**src/rtl/uart_test_pkg.sv**
```systemverilog
// Shared encodings for the UART test-pattern generator: pattern modes and FSM states.
package uart_test_pkg;

    typedef enum logic [1:0] {
        MODE_INC   = 2'd0,
        MODE_LFSR  = 2'd1,
        MODE_WALK  = 2'd2,
        MODE_CONST = 2'd3
    } mode_e;

    typedef enum logic [1:0] {
        ST_IDLE = 2'd0,
        ST_WAIT = 2'd1,
        ST_SEND = 2'd2,
        ST_DONE = 2'd3
    } state_e;

endpackage

```
**src/rtl/uart_pattern_core.sv**
```systemverilog
// Pattern register: loads the per-mode first word and steps to the next word on advance.
module uart_pattern_core
    import uart_test_pkg::*;
#(
    parameter int unsigned       DATA_W    = 8,
    parameter logic [DATA_W-1:0] LFSR_TAPS = 8'hB8,
    parameter logic [DATA_W-1:0] LFSR_SEED = DATA_W'(1),
    parameter logic [DATA_W-1:0] FIXED_VAL = 8'h55
) (
    input  logic              clk_i,
    input  logic              rst_i,
    input  logic              load_i,
    input  mode_e             load_mode_i,
    input  logic              adv_i,
    input  mode_e             mode_i,
    output logic [DATA_W-1:0] pat_o
);

    // An all-zero LFSR would lock up, so a zero seed is replaced by 1.
    localparam logic [DATA_W-1:0] SEED_EFF = (LFSR_SEED == '0) ? DATA_W'(1) : LFSR_SEED;

    logic [DATA_W-1:0] pat_q, load_val, adv_val;

    // First word of a run, chosen by the mode presented with the start.
    always_comb begin
        load_val = '0;
        case (load_mode_i)
            MODE_INC:   load_val = '0;
            MODE_LFSR:  load_val = SEED_EFF;
            MODE_WALK:  load_val = DATA_W'(1);
            MODE_CONST: load_val = FIXED_VAL;
            default:    load_val = '0;
        endcase
    end

    // Next word: wrap-around increment, Galois right-shift LFSR, rotate-left walking one, or hold.
    always_comb begin
        adv_val = pat_q;
        case (mode_i)
            MODE_INC:   adv_val = pat_q + DATA_W'(1);
            MODE_LFSR:  adv_val = (pat_q >> 1) ^ (pat_q[0] ? LFSR_TAPS : '0);
            MODE_WALK:  adv_val = {pat_q[DATA_W-2:0], pat_q[DATA_W-1]};
            MODE_CONST: adv_val = pat_q;
            default:    adv_val = pat_q;
        endcase
    end

    // Pattern register; load has priority since it only happens while idle.
    always_ff @(posedge clk_i) begin
        if (rst_i)       pat_q <= '0;
        else if (load_i) pat_q <= load_val;
        else if (adv_i)  pat_q <= adv_val;
    end

    assign pat_o = pat_q;

endmodule

```
**src/rtl/uart_test_pattern_gen.sv**
```systemverilog
// Test-data source for a byte sink: interval-spaced words over valid/ready, burst or continuous.
module uart_test_pattern_gen
    import uart_test_pkg::*;
#(
    parameter int unsigned       DATA_W    = 8,
    parameter int unsigned       CNT_W     = 16,
    parameter int unsigned       INTERVAL  = 1017,
    parameter logic [DATA_W-1:0] LFSR_TAPS = 8'hB8,
    parameter logic [DATA_W-1:0] LFSR_SEED = DATA_W'(1),
    parameter logic [DATA_W-1:0] FIXED_VAL = 8'h55
) (
    input  logic              clk,
    input  logic              rst,
    input  logic              start,
    input  logic              stop,
    input  logic [1:0]        mode,
    input  logic [CNT_W-1:0]  burst_len,
    output logic [DATA_W-1:0] data_out,
    output logic              data_valid,
    input  logic              data_ready,
    output logic              busy,
    output logic              done,
    output logic [CNT_W-1:0]  word_cnt
);

    localparam logic [CNT_W-1:0] LAST_IDLE = CNT_W'(INTERVAL - 1);

    state_e           state_q, state_d;
    logic [CNT_W-1:0] cnt_q, word_cnt_q, burst_q, word_cnt_inc;
    mode_e            mode_q;
    logic             stop_q;
    logic             start_acc, hs, burst_end;

    assign start_acc    = (state_q == ST_IDLE) && start;
    assign hs           = (state_q == ST_SEND) && data_ready;
    assign word_cnt_inc = word_cnt_q + CNT_W'(1);
    assign burst_end    = (burst_q != '0) && (word_cnt_inc == burst_q);

    // State register.
    always_ff @(posedge clk) begin
        if (rst) state_q <= ST_IDLE;
        else     state_q <= state_d;
    end

    // Next state: stop in WAIT ends the run at once; in SEND it only takes effect at the handshake.
    always_comb begin
        state_d = state_q;
        case (state_q)
            ST_IDLE: if (start) state_d = ST_WAIT;
            ST_WAIT: begin
                if (stop)                    state_d = ST_DONE;
                else if (cnt_q == LAST_IDLE) state_d = ST_SEND;
            end
            ST_SEND: begin
                if (hs) begin
                    if (burst_end || stop_q || stop) state_d = ST_DONE;
                    else                             state_d = ST_WAIT;
                end
            end
            ST_DONE: state_d = ST_IDLE;
            default: state_d = ST_IDLE;
        endcase
    end

    // Outputs decoded from state; the word itself comes straight from the pattern register.
    always_comb begin
        data_valid = (state_q == ST_SEND);
        busy       = (state_q != ST_IDLE);
        done       = (state_q == ST_DONE);
    end

    // Idle-interval counter restarts on start and on every handshake.
    always_ff @(posedge clk) begin
        if (rst)                    cnt_q <= '0;
        else if (start_acc || hs)   cnt_q <= '0;
        else if (state_q == ST_WAIT) cnt_q <= cnt_q + CNT_W'(1);
    end

    // Accepted-word counter; wraps naturally in continuous mode and holds after the run.
    always_ff @(posedge clk) begin
        if (rst)            word_cnt_q <= '0;
        else if (start_acc) word_cnt_q <= '0;
        else if (hs)        word_cnt_q <= word_cnt_inc;
    end

    // Run configuration captured on an accepted start.
    always_ff @(posedge clk) begin
        if (rst) begin
            mode_q  <= MODE_INC;
            burst_q <= '0;
        end else if (start_acc) begin
            mode_q  <= mode_e'(mode);
            burst_q <= burst_len;
        end
    end

    // Remembers a stop raised while a word is pending so it is honoured after that word is taken.
    always_ff @(posedge clk) begin
        if (rst)                                stop_q <= 1'b0;
        else if (start_acc)                     stop_q <= 1'b0;
        else if ((state_q == ST_SEND) && stop)  stop_q <= 1'b1;
    end

    assign word_cnt = word_cnt_q;

    uart_pattern_core #(
        .DATA_W   (DATA_W),
        .LFSR_TAPS(LFSR_TAPS),
        .LFSR_SEED(LFSR_SEED),
        .FIXED_VAL(FIXED_VAL)
    ) u_core (
        .clk_i      (clk),
        .rst_i      (rst),
        .load_i     (start_acc),
        .load_mode_i(mode_e'(mode)),
        .adv_i      (hs),
        .mode_i     (mode_q),
        .pat_o      (data_out)
    );

endmodule

```
**config.mk**
```make
export PLATFORM = sky130hd
export DESIGN_NAME = uart_test_pattern_gen
export DESIGN_NICKNAME = d
export VERILOG_FILES = /design/src/rtl/uart_test_pkg.sv /design/src/rtl/uart_pattern_core.sv /design/src/rtl/uart_test_pattern_gen.sv
export SDC_FILE = /design/constraint.sdc
export NUM_CORES = 1
export LEC_CHECK = 0
export ABC_AREA = 1
export CAP_MARGIN = 20
export CORE_UTILIZATION = 50
export CTS_CLUSTER_SIZE = 16
export DETAILED_ROUTE_END_ITERATION = 8
export PLACE_DENSITY = 0.87
export REMOVE_ABC_BUFFERS = 1
export SLEW_MARGIN = 20
export SYNTH_ARGS = -nofsm -noshare
export SYNTH_HDL_FRONTEND = slang
export SYNTH_SLANG_ARGS = --single-unit
export TNS_END_PERCENT = 20
```
**constraint.sdc**
```tcl
create_clock -name clk -period 1.9 [get_ports clk]
set_clock_uncertainty 0.2 [all_clocks]
set_input_delay 0.285 -clock clk [delete_from_list [all_inputs] [get_ports clk]]
set_output_delay 0.285 -clock clk [all_outputs]
set_load 0.05 [all_outputs]
```
==> impl_metrics.json, run 1 <==
{
  "outcome": "finished with violations",
  "violations": "negative setup slack",
  "clk_pin_slew_ps": 60,
  "overflow": 0,
  "cts-buffers-inserted": 9,
  "end_kind": "flip-flop",
  "hold_viol": 0,
  "rsz0062_at_grt": "true",
  "reg2reg_depth": 14,
  "finalNetCount": 632,
  "worstPathMaxFanout": 5,
  "grt_max_degree": 21,
  "netlist_area_um2": 3516,
  "wl_met2_um": 4681,
  "synth_cell_types": 39,
  "min_to": "stop_q",
  "cts_root_buf": "clkbuf_8",
  "globalplace.congestion": 0.9907,
  "antennaDiodeCount": 0,
  "hold_depth": 2,
  "io_pins": 50,
  "p_total_mw": 3.553,
  "io_buffers": 49,
  "final-max-slew-violation-count": 0,
  "r2r_start": "word_cnt[1]",
  "power_leakage_nw": 1.913,
  "place_hpwl_um": 6967,
  "r2r-end": "state_q[1]",
  "setup_ws_ps": -70.01,
  "critical_path_class": "reg2reg",
  "drt-wirelength-per-cell_um": 13.60,
  "cts_tree": "yes",
  "peakVddDrop_v": 0.0004098,
  "hp-start": "stop_q",
  "insertion_delay_ps": 340,
  "die_x_um": 85.86,
  "htreeDepth": 3,
  "worstMarginPinSlew_ps": 574.6,
  "drc": 0,
  "arrival_ps": 2050,
  "max_stage_delay_ps": 340,
  "yosys_warnings": 0,
  "track_usage": 0.2636,
  "clock_sinks": 61,
  "synth-edff-count": 0,
  "drt_wl_total_um": 9544,
  "async_flop_share": 0,
  "setup_violations": 1,
  "start_kind": "flip-flop",
  "grt_antenna_before_repair": 0,
  "syn_inst": 512,
  "cts_hold_repair.buffers": 0,
  "nFillCells": 537,
  "clockBufferDepth": 2,
  "crit_chain": "buf_6 > nand2_2 > nor2_4 > buf_4 > nand3_1 > nand2_1 > nand3_1 > nand2_1 > nand2_1 > nor2_1 > nand3_1 > nand2_1 > nand2_1 > a21oi_2",
  "die_y_um": 85.86,
  "fin_crit_ps": 1970,
  "max_cap_violations": 0,
  "drtIter0Drc": 258,
  "top_layer": "met4",
  "first_pass_iters": 5,
  "vias_per_cell": 5.427,
  "wl_met3_um": 606,
  "power_density_nw_per_um2": 764.8,
  "core_um2": 6794,
  "yosys_register_bits": 61,
  "rows": 30,
  "max_freq_ghz": 0.5076,
  "drive_above_1_share": 0.2277,
  "final.setup.tns_ps": -70.01,
  "grt_pass1_vias": 3393,
  "vias": 3810,
  "cpMaxStageDelayCell": "dfxtp_2",
  "required_ps": 1980,
  "fin_crit_sh": 1.037,
  "met1_length_um": 4082,
  "ant_nets": 0,
  "synth_area_per_cell_um2": 6.867,
  "relSlewSlack": 0.6165,
  "seqCellArea_um2": 1236,
  "syn2layout_area_growth_pct": 32.14,
  "dieArea_um2": 7371,
  "place_ws_ps": -143.3,
  "synthFlopType": "dfxtp_1",
  "start_util": 0.5175,
  "rrSetupSlack_ps": -70,
  "yosysSeqAreaShare": 0.3473,
  "grt_pass1_wl_um": 15200,
  "multi_input_area_um2": 2029,
  "crit_top_cell": "nand2_1",
  "hp-class": "reg2reg"
}
## registers in the layout, indices dropped and copies added (netlist names)
| register | cells |
|---|---|
| state_q | 2 |
| mode_q | 2 |
| cnt_q | 16 |
| u_core.pat_o | 8 |
| stop_q | 1 |
| word_cnt | 16 |
| burst_q | 16 |
## layout by cell type, fill, tap and decap left out, types with 5 or more instances in the layout
cell,count
clkdlybuf4s50_1,22
dfxtp_1,51
nand2_1,100
clkbuf_8,10
buf_4,59
a21oi_1,35
xor2_1,8
nand4_1,8
ha_1,6
nor2_1,38
o22ai_1,8
dfxtp_2,9
o211ai_1,7
inv_1,65
nor2_4,11
o21ai_0,43
nor3_2,5
nand2_2,9
nand3_1,47
buf_12,7
nor2_2,6
inv_2,7
## layout make-up
cell class	instances	share of cell area
clock buffers	13	0.03205
well taps	96	0.02586
clock inverters	2	0.002155
flip-flops and latches	61	0.2661
multi-input cells	367	0.4368
inverters	73	0.05925
repair buffers	90	0.1778
## cells in the mapped netlist (all sizes together) (2+ instances only)
master    n  area share
a21oi    36       0.052
a22o      2      0.0050
a31oi     3      0.0053
buf       5      0.0078
clkbuf    6      0.0064
dfxtp    61        0.35
ha        7       0.025
inv      72       0.077
nand2   110        0.12
nand3    51       0.074
nand3b    2      0.0043
nand4     8       0.014
nor2     55       0.081
nor3     10       0.021
nor4      3      0.0053
o211ai    7       0.015
o21ai    46       0.065
o221ai    2      0.0050
o22ai     8       0.014
xnor2     2      0.0050
xor2      8       0.020
## power breakdown
group | leakage [nW] | internal, mW | switching (mW)
registers | 0.502 | 1.38 | 0.0862
logic | 1.33 | 0.470 | 0.639
clock network | 0.0833 | 0.498 | 0.483
total | 1.91 | 2.34 | 1.21
## worst max path at each step
stage / end / startpoint / slack, ps
floorplan: state_q[1] / word_cnt[0] / -450
global placement: word_cnt[15] / start / -50
detailed placement: state_q[1] / word_cnt[0] / -140
CTS: state_q[1] / word_cnt[1] / -60
global route: state_q[1] / word_cnt[0] / -200
finish: state_q[1] / word_cnt[1] / -70
## cells by family after synthesis
kind of cell,Yosys count,share of synthesized area
xor+xnor,12,0.03808
compound gates,107,0.1694
fa+ha+maj,7,0.02491
flops,61,0.3473
simple gates,241,0.3278
buf+inv,84,0.09253
## critical path, delay by kind of cell, from the launching register on
| family | cells | cell delay (ps) |
|---|---|---|
| AND/OR/NAND/NOR | 11 | 990 |
| flip-flops | 1 | 340 |
| buffers and inverters | 2 | 270 |
| AO/OA/AOI/OAI | 1 | 110 |
## through the flow
stage | hold WS, ps | cells | area [um2] | utilization
2_1_floorplan | 154.1 | 501 | 3466 | -
3_3_place_gp | 235.3 | 682 | 4367 | 0.6427
3_5_place_dp | 257.0 | 682 | 4367 | 0.6427
4_1_cts | 266.3 | 702 | 4592 | 0.6759
5_1_grt | 309.2 | 702 | 4646 | 0.6838
6_report | 268.3 | 702 | 4646 | 0.6838
## timing repair
item	CTS	global route
cloned	0	0
endpoints found under the setup margin	1	13
hold endpoints to repair	0	0
pin swaps	4	7
setup buffers	5	0
gates resized for setup	12	19
## layer usage
layer,GRT usage,vias to the layer above
li1,-,1884
met1,0.3247,1769
met2,0.4487,133
met3,0.05775,24
met4,0.1045,0
met5,0,-
Power figures use the tool's default switching activity.
==> inputs of run 2 (changes only) <==
- TNS_END_PERCENT: 20 -> 10
==> results of run 2 <==
Final layout, timing and power as in run 1 (identical DEF).
